**src/rtl/apu_run_ctrl_pkg.sv**
```systemverilog
// Shared APU defines: run-state encodings, counter width and IPC register constants.
// Latency: n/a (types, constants and pure decode functions only).
// Backpressure: n/a.
// The IPC status readback decodes apu_run_ctrl state from the same encodings.
package apu_run_ctrl_pkg;

  localparam int APU_CNT_W   = 8;
  localparam int APU_STATE_W = 3;

  typedef enum logic [APU_STATE_W-1:0] {
    ST_OFF       = 3'd0,
    ST_RST_HOLD  = 3'd1,
    ST_RUN       = 3'd2,
    ST_STOP_WAIT = 3'd3,
    ST_DRAIN     = 3'd4
  } apu_state_e;

  // IPC register map constants (word offsets and bit positions).
  localparam logic [3:0] IPC_REG_CTRL_OFS     = 4'h0;
  localparam logic [3:0] IPC_REG_STATUS_OFS   = 4'h4;
  localparam int         IPC_CTRL_START_BIT   = 0;
  localparam int         IPC_CTRL_STOP_BIT    = 1;
  localparam int         IPC_STATUS_STATE_LSB = 0;

  // Core clock runs in every state except OFF.
  function automatic logic apu_clk_en_of(input apu_state_e s);
    return (s == ST_RST_HOLD) || (s == ST_RUN) ||
           (s == ST_STOP_WAIT) || (s == ST_DRAIN);
  endfunction

  // Core is out of reset only while running or waiting for it to halt.
  function automatic logic apu_rst_n_of(input apu_state_e s);
    return (s == ST_RUN) || (s == ST_STOP_WAIT);
  endfunction

  function automatic logic apu_busy_of(input apu_state_e s);
    return (s == ST_RST_HOLD) || (s == ST_STOP_WAIT) || (s == ST_DRAIN);
  endfunction

endpackage

```
**src/rtl/apu_run_ctrl.sv**
```systemverilog
// Run-state sequencer driving APU core reset and clock enable from IPC start/stop pulses.
// Latency: all outputs registered, one clock after the sampled event; start -> rst_n release in 1+RESET_HOLD_CYCLES.
// Backpressure: none; requests are single-cycle pulses, ignored in states that do not accept them.
// Ports:
//   i_clk, i_rst        clock, asynchronous active-high reset
//   i_start_req         one-cycle start pulse
//   i_stop_req          one-cycle stop pulse
//   i_apu_halted        level, core quiescent
//   o_apu_rst_n         core reset (active-low), registered
//   o_apu_clk_en        core clock enable, registered
//   o_running / o_busy  RUN / (RST_HOLD|STOP_WAIT|DRAIN) status
//   o_stopped_pulse     one cycle on leaving DRAIN
//   o_timeout_pulse     one cycle when the stop wait expires without halt
//   o_state             current state encoding
module apu_run_ctrl
  import apu_run_ctrl_pkg::*;
#(
  parameter int RESET_HOLD_CYCLES = 8,
  parameter int STOP_TIMEOUT      = 255
) (
  input  logic                   i_clk,
  input  logic                   i_rst,
  input  logic                   i_start_req,
  input  logic                   i_stop_req,
  input  logic                   i_apu_halted,
  output logic                   o_apu_rst_n,
  output logic                   o_apu_clk_en,
  output logic                   o_running,
  output logic                   o_busy,
  output logic                   o_stopped_pulse,
  output logic                   o_timeout_pulse,
  output logic [APU_STATE_W-1:0] o_state
);

  localparam logic [APU_CNT_W-1:0] LP_HOLD_LOAD = APU_CNT_W'(RESET_HOLD_CYCLES - 1);
  localparam logic [APU_CNT_W-1:0] LP_STOP_LOAD = APU_CNT_W'(STOP_TIMEOUT - 1);

  apu_state_e           r_state;
  logic [APU_CNT_W-1:0] r_cnt;
  logic                 r_pending;
  logic                 r_apu_rst_n;
  logic                 r_apu_clk_en;
  logic                 r_running;
  logic                 r_busy;
  logic                 r_stopped_pulse;
  logic                 r_timeout_pulse;

  apu_state_e           w_nxt_state;
  logic [APU_CNT_W-1:0] w_nxt_cnt;
  logic                 w_nxt_pending;
  logic                 w_stopped;
  logic                 w_timeout;

  always_comb begin
    w_nxt_state   = ST_OFF;
    w_nxt_cnt     = r_cnt;
    w_nxt_pending = r_pending;
    w_stopped     = 1'b0;
    w_timeout     = 1'b0;
    case (r_state)
      ST_OFF: begin
        w_nxt_pending = 1'b0;
        // Simultaneous start+stop: stop wins, stay off.
        if (i_start_req && !i_stop_req) begin
          w_nxt_state = ST_RST_HOLD;
          w_nxt_cnt   = LP_HOLD_LOAD;
        end else begin
          w_nxt_state = ST_OFF;
        end
      end
      ST_RST_HOLD: begin
        if (i_stop_req) begin
          w_nxt_state = ST_DRAIN;
        end else if (r_cnt == '0) begin
          w_nxt_state = ST_RUN;
        end else begin
          w_nxt_state = ST_RST_HOLD;
          w_nxt_cnt   = r_cnt - 1'b1;
        end
      end
      ST_RUN: begin
        if (i_stop_req) begin
          w_nxt_state = ST_STOP_WAIT;
          w_nxt_cnt   = LP_STOP_LOAD;
        end else begin
          w_nxt_state = ST_RUN;
        end
      end
      ST_STOP_WAIT: begin
        w_nxt_pending = r_pending | i_start_req;
        // Halt takes priority over expiry, so no timeout is flagged in that cycle.
        if (i_apu_halted) begin
          w_nxt_state = ST_DRAIN;
        end else if (r_cnt == '0) begin
          w_nxt_state = ST_DRAIN;
          w_timeout   = 1'b1;
        end else begin
          w_nxt_state = ST_STOP_WAIT;
          w_nxt_cnt   = r_cnt - 1'b1;
        end
      end
      ST_DRAIN: begin
        // Single cycle of reset with clock running; a start seen during the
        // stop sequence (including this cycle) restarts straight away.
        w_stopped     = 1'b1;
        w_nxt_pending = 1'b0;
        if (r_pending || i_start_req) begin
          w_nxt_state = ST_RST_HOLD;
          w_nxt_cnt   = LP_HOLD_LOAD;
        end else begin
          w_nxt_state = ST_OFF;
        end
      end
      default: begin
        // Illegal encodings fall back to OFF.
        w_nxt_state   = ST_OFF;
        w_nxt_cnt     = '0;
        w_nxt_pending = 1'b0;
      end
    endcase
  end

  // Outputs are decoded from the next state so they line up with r_state.
  always_ff @(posedge i_clk or posedge i_rst) begin
    if (i_rst) begin
      r_state         <= ST_OFF;
      r_cnt           <= '0;
      r_pending       <= 1'b0;
      r_apu_rst_n     <= 1'b0;
      r_apu_clk_en    <= 1'b0;
      r_running       <= 1'b0;
      r_busy          <= 1'b0;
      r_stopped_pulse <= 1'b0;
      r_timeout_pulse <= 1'b0;
    end else begin
      r_state         <= w_nxt_state;
      r_cnt           <= w_nxt_cnt;
      r_pending       <= w_nxt_pending;
      r_apu_rst_n     <= apu_rst_n_of(w_nxt_state);
      r_apu_clk_en    <= apu_clk_en_of(w_nxt_state);
      r_running       <= (w_nxt_state == ST_RUN);
      r_busy          <= apu_busy_of(w_nxt_state);
      r_stopped_pulse <= w_stopped;
      r_timeout_pulse <= w_timeout;
    end
  end

  assign o_apu_rst_n     = r_apu_rst_n;
  assign o_apu_clk_en    = r_apu_clk_en;
  assign o_running       = r_running;
  assign o_busy          = r_busy;
  assign o_stopped_pulse = r_stopped_pulse;
  assign o_timeout_pulse = r_timeout_pulse;
  assign o_state         = r_state;

endmodule

```
**config.mk**
```make
export PLATFORM = sky130hd
export DESIGN_NAME = apu_run_ctrl
export DESIGN_NICKNAME = d
export VERILOG_FILES = /design/src/rtl/apu_run_ctrl_pkg.sv /design/src/rtl/apu_run_ctrl.sv
export SDC_FILE = /design/constraint.sdc
export NUM_CORES = 1
export LEC_CHECK = 0
export ABC_CLOCK_PERIOD_IN_PS = 2100
export CELL_PAD_IN_SITES_DETAIL_PLACEMENT = 1
export CELL_PAD_IN_SITES_GLOBAL_PLACEMENT = 2
export CORE_MARGIN = 5
export CORE_UTILIZATION = 34
export DETAILED_ROUTE_END_ITERATION = 10
export PLACE_DENSITY_LB_ADDON = 0.1
export REMOVE_ABC_BUFFERS = 1
export SYNTH_ARGS = -nofsm -noshare
export SYNTH_HDL_FRONTEND = slang
export SYNTH_SLANG_ARGS = --single-unit
```
**constraint.sdc**
```tcl
create_clock -name i_clk -period 2.1 [get_ports i_clk]
set_input_delay 0.42 -clock i_clk [delete_from_list [all_inputs] [get_ports i_clk]]
set_output_delay 0.42 -clock i_clk [all_outputs]
set_load 0.01 [all_outputs]
```
# After elaboration in Yosys (flattened, before gate mapping)
# Cells that the tools add are included.
[classes] n_addsub=1 n_mul=0 n_div=0 n_lt_le_gt_ge=0 n_eq_ne=13 shift=0 mux=20 bitwise=1 reduce_logical=13
[op_table] operator="$mux 8" count=6
[op_table] operator="$pmux 8 s5" count=1
[op_table] operator="$pmux 3 s5" count=1
[op_table] operator="$eq 3x2->1 const B" count=4
[op_table] operator="$ne 2x2->1 const B" count=5
[op_table] operator="$mux 3" count=3
[op_table] operator="$logic_not 8->1" count=1
[op_table] operator="$sub 8x1->8 const B" count=1
[op_table] operator="$logic_or 1x1->1" count=7
[op_table] operator="$mux 1" count=7
[op_table] operator="$eq 3x1->1 const B" count=2
[op_table] operator="$eq 3x3->1 const B" count=2
[op_table] operator="$reduce_and 5->1" count=1
[op_table] operator="$logic_not 3->1" count=1
[op_table] operator="$mux 2" count=1
[op_table] operator="$pmux 1 s2" count=1
[op_table] operator="$reduce_or 2->1" count=1
[op_table] operator="$logic_and 1x1->1" count=1
[op_table] operator="$logic_not 1->1" count=1
[op_table] operator="$or 1x1->1" count=1
[word_totals] register_bits=18 latchBits=0 mem_bits_rw=0 romBits=0 inputBits=5 output_inout_bits=9 memories=0

# Logic depth before layout (Yosys ltp)
[logic_depth] depth_word=8 depth_mapped=6 mapped_depth_nobuf=6

# Worst setup path before layout
# Ideal clock, no wire load.
[synth_path] path_kind="register to register" from="register r_cnt[0]" to="register r_cnt[0]" setup_ps=125 arrival_ps=1751 required_ps=1975 path_slack_ps=224 stages_incl_launch_ff=7 path_buffers=0 period_less_slack_ps=1876 path_cell_list="dfrtp_1 > inv_1 > ha_1 > or4b_4 > o21ai_4 > a2bb2oi_2 > mux2_4"
[synth_between] elab_chain_cells=4 word_cells_on_any_way=6
[synth_rtl] item="from (decl)" line_no="apu_run_ctrl.sv:39" rtl="logic [APU_CNT_W-1:0] r_cnt;"
[synth_rtl] item="from (signal assigned)" line_no="apu_run_ctrl.sv:137" rtl="r_cnt <= w_nxt_cnt;"
[synth_rtl] item="$sub 8x1->8 or $logic_not 8->1 (tied branches)"
[synth_rtl] item="$mux 8 (*)" line_no="apu_run_ctrl.sv:74, apu_run_ctrl.sv:94"
[synth_rtl] item="$mux 8, on equally long branches" line_no="apu_run_ctrl.sv:92, apu_run_ctrl.sv:72"
[synth_rtl] item="$pmux 8 s5 (*)" line_no="apu_run_ctrl.sv:60" rtl="case (r_state)"
# Every way passes the cells marked *; elsewhere a longest branch is shown, timed or not. The select of a mux whose other input is x is not followed.
# A chain may end at the register's enable or synchronous reset.

# Worst setup path after layout
[layout_path] from="register r_cnt[0]" to="register r_cnt[4]"
# The elaborated chain is that of the path after synthesis.

==> reports/results.txt <==
Rows = 20
Die H = 65.0 um
ys async rst share = 100%
number of enable flip-flop cells after synthesis = 0
worst reg-to-reg path cell count = 7
internal power = 1.18 mW
register area = 450 um2
largest area contributor in the netlist = dfrtp_1
Reg2Reg Setup Slack = 100 ps
global route overflow = 0
Core Footprint = 2980 um2
CTS tree = done
cts bufs inserted = 3
sequential area share after synthesis = 43.7%
CP top delay family = compound AO/OA/AOI/OAI gates
crit start category = flop
Main synth FF type = dfrtp_1
Crit Path Class = reg2reg
fill cell count = 341
Yosys Warn Count = 0
actual slew at the worst max-slew pin = 720 ps
die area = 4230 um2
I/O pin count = 14
Yosys reg bits = 18
Wirelength per Cell = 16.7 um
Sw Share = 40.5%
slowest cell on the critical path = or4b_4
Clk pin slew, worst setup/hold paths = 110 ps
nets = 132
relative slew slack = 51.3%
Comb pwr share = 57.5%
crit path DAT = 2190 ps
Power Total = 1.98 mW
hold-fix buffers at CTS = 0
Final ANT Viol Nets = 0
DRT iter0 DRCs = 36
vias in the first global route = 959
commonest non-fill, non-tap cell in the layout = dfrtp_1
port bufs = 13
Yosys top cell area share = 43.7%
die width = 65.0 um
hpwl dp = 2030 um
synthesis-to-layout area growth = 28.9%
fin util = 44.6%
peak supply drop = 519 uV
Sum Neg Setup Slack = 0 ps
Initial Util = 34.6%
most frequent cells in the layout = 18 x dfrtp_1, 15 x buf_4, 13 x clkdlybuf4s50_1
clock tree buffer depth = 2
PD cells = 1490 nW/um2
max cap viols = 0
Switch Pwr = 0.800 mW
Residual DRC = 0
ANT cells = 0
crit path max fanout = 4
Worst R2R End = r_cnt[4]
Final Hold Vio Count = 0
Finished Layout Cells = 158
antenna violations before repair = 0
area of the multi-input gates = 542 um2
final-report max-slew violation count = 0
fin crit share = 95.1%
routability cong. = 0.759
placed cells = 153
Worst Hold Class = in2async
H-tree Lvls = 1
Clk pwr share = 10.9%
setup violators final = 0
synthesized area = 1030 um2
largest net degree at the start of global routing = 19
crit-path cells = inv_1 -> ha_1 -> or4b_4 -> o21ai_4 -> a2bb2oi_2 -> buf_4 -> a221o_1
# clock sinks = 18
setup repair after global routing missed its margin = false
top post-synthesis cells by area = dfrtp_1 44%, a211o_1 3.4%, nand2b_1 3.0%
Vias/cell = 5.67
Crit path largest cell delay = 510 ps
Syn Area/Cell = 10.5 um2
Final Skew = 11.0 ps
CP Capture Type = flop
part of the power in registers = 31.6%
Vias = 896
origin of the critical flop-to-flop path = r_cnt[0]
Total GRT Usage = 14.5%
Syn Inst Count = 98
Tmin final = 2000 ps
first-pass GRT wire length = 4700 um
Buf/Inv on CP = 2
root buf cell = clkbuf_4
status = finished clean
Worst Hold Slack = 432 ps
P_leak = 0.623 nW
final wirelength = 2640 um
layout cell share with drive strength beyond 1 = 21.6%
Yosys cell types = 44
Worst-Skew Late Latency = 300 ps
Critical Path RT = 2290 ps
TritonRoute pass-1 iters = 4
Max Clock Freq = 501 MHz
## how the worst max path moves through the flow
stage	start	end	slack, ps	depth (start not counted)
final	r_cnt[0]	r_cnt[4]	100	7
after global routing	r_cnt[0]	r_cnt[4]	10	7
after CTS	r_cnt[0]	r_cnt[4]	30	7
after detailed placement	i_stop_req	r_cnt[0]	-70	6
after global placement	i_stop_req	r_cnt[1]	-40	6
after floorplan	r_cnt[0]	r_cnt[0]	210	6
## cell usage after synthesis (2+ instances only)
master / number
inv_1: 4
nor3_1: 4
nor3b_1: 2
o21ai_0: 3
nand2b_1: 5
mux2_4: 2
nand2_1: 3
nand3_1: 3
nor2_1: 8
a21oi_1: 2
or3_1: 2
a211o_1: 4
o211ai_1: 2
dfrtp_1: 18
mux2i_1: 3
buf_2: 3
a21o_1: 3
## layer usage
metal | GRT usage, % | wire length [um] | share of wire (%) | up-vias
li1 | - | - | - | 433
met3 | 2.95 | 62 | 2.3 | 2
met5 | 0 | 0 | 0 | -
met4 | 5.44 | 19 | 0.72 | 0
met1 | 19.4 | 1280 | 48 | 454
met2 | 23.0 | 1280 | 49 | 7
## cell families (layout without fill, tap and decap cells)
logic type | after synthesis | count (layout) | share of synthesized area (%)
compound gates | 30 | 30 | 24.4
flops | 18 | 18 | 43.7
fa+ha+maj | 1 | 1 | 1.21
mux | 6 | 6 | 7.17
simple gates | 34 | 34 | 19.8
buf+inv | 9 | 36 | 3.64
## tightest hold or removal path: stages
cell and delay (ps):
clkdlybuf4s50_1 390, inv_1 50, buf_4 250
## registers in the layout, indices dropped and copies added, names as in the netlist
register / count
r_cnt: 8
o_apu_clk_en: 1
r_pending: 1
o_timeout_pulse: 1
o_stopped_pulse: 1
o_busy: 1
o_apu_rst_n: 1
o_running: 1
o_state: 3
## stage by stage
stage	setup WS [ps]	cell area (um2)
finish	103	1330
global route	14.8	1330
CTS	28.2	1320
detailed placement	-69.1	1280
global placement	-39.6	1280
floorplan	215	1010
## power groups by stage
stage | Combinational [mW] | Sequential [mW] | Clock, mW
final | 1.14 | 0.624 | 0.216
after floorplan | 0.593 | 0.675 | 0
after detailed placement | 1.13 | 0.633 | 0
after global placement | 1.13 | 0.629 | 0
after CTS | 1.14 | 0.626 | 0.227
after global routing | 1.25 | 0.651 | 0.249
## layout make-up
type	count	share of cell area [%]
Clock buffer	4	2.73
Inverter	4	1.13
Multi-Input combinational cell	71	40.8
Sequential cell	18	33.9
Tap cell	33	3.11
Timing Repair Buffer	28	18.3
## timing repair
item / CTS / global route
buffers inserted: 0 / 1
gates resized for setup: 0 / 0
endpoints found under the setup margin: 0 / 1
Note: power is estimated with default switching activity, not from simulation.
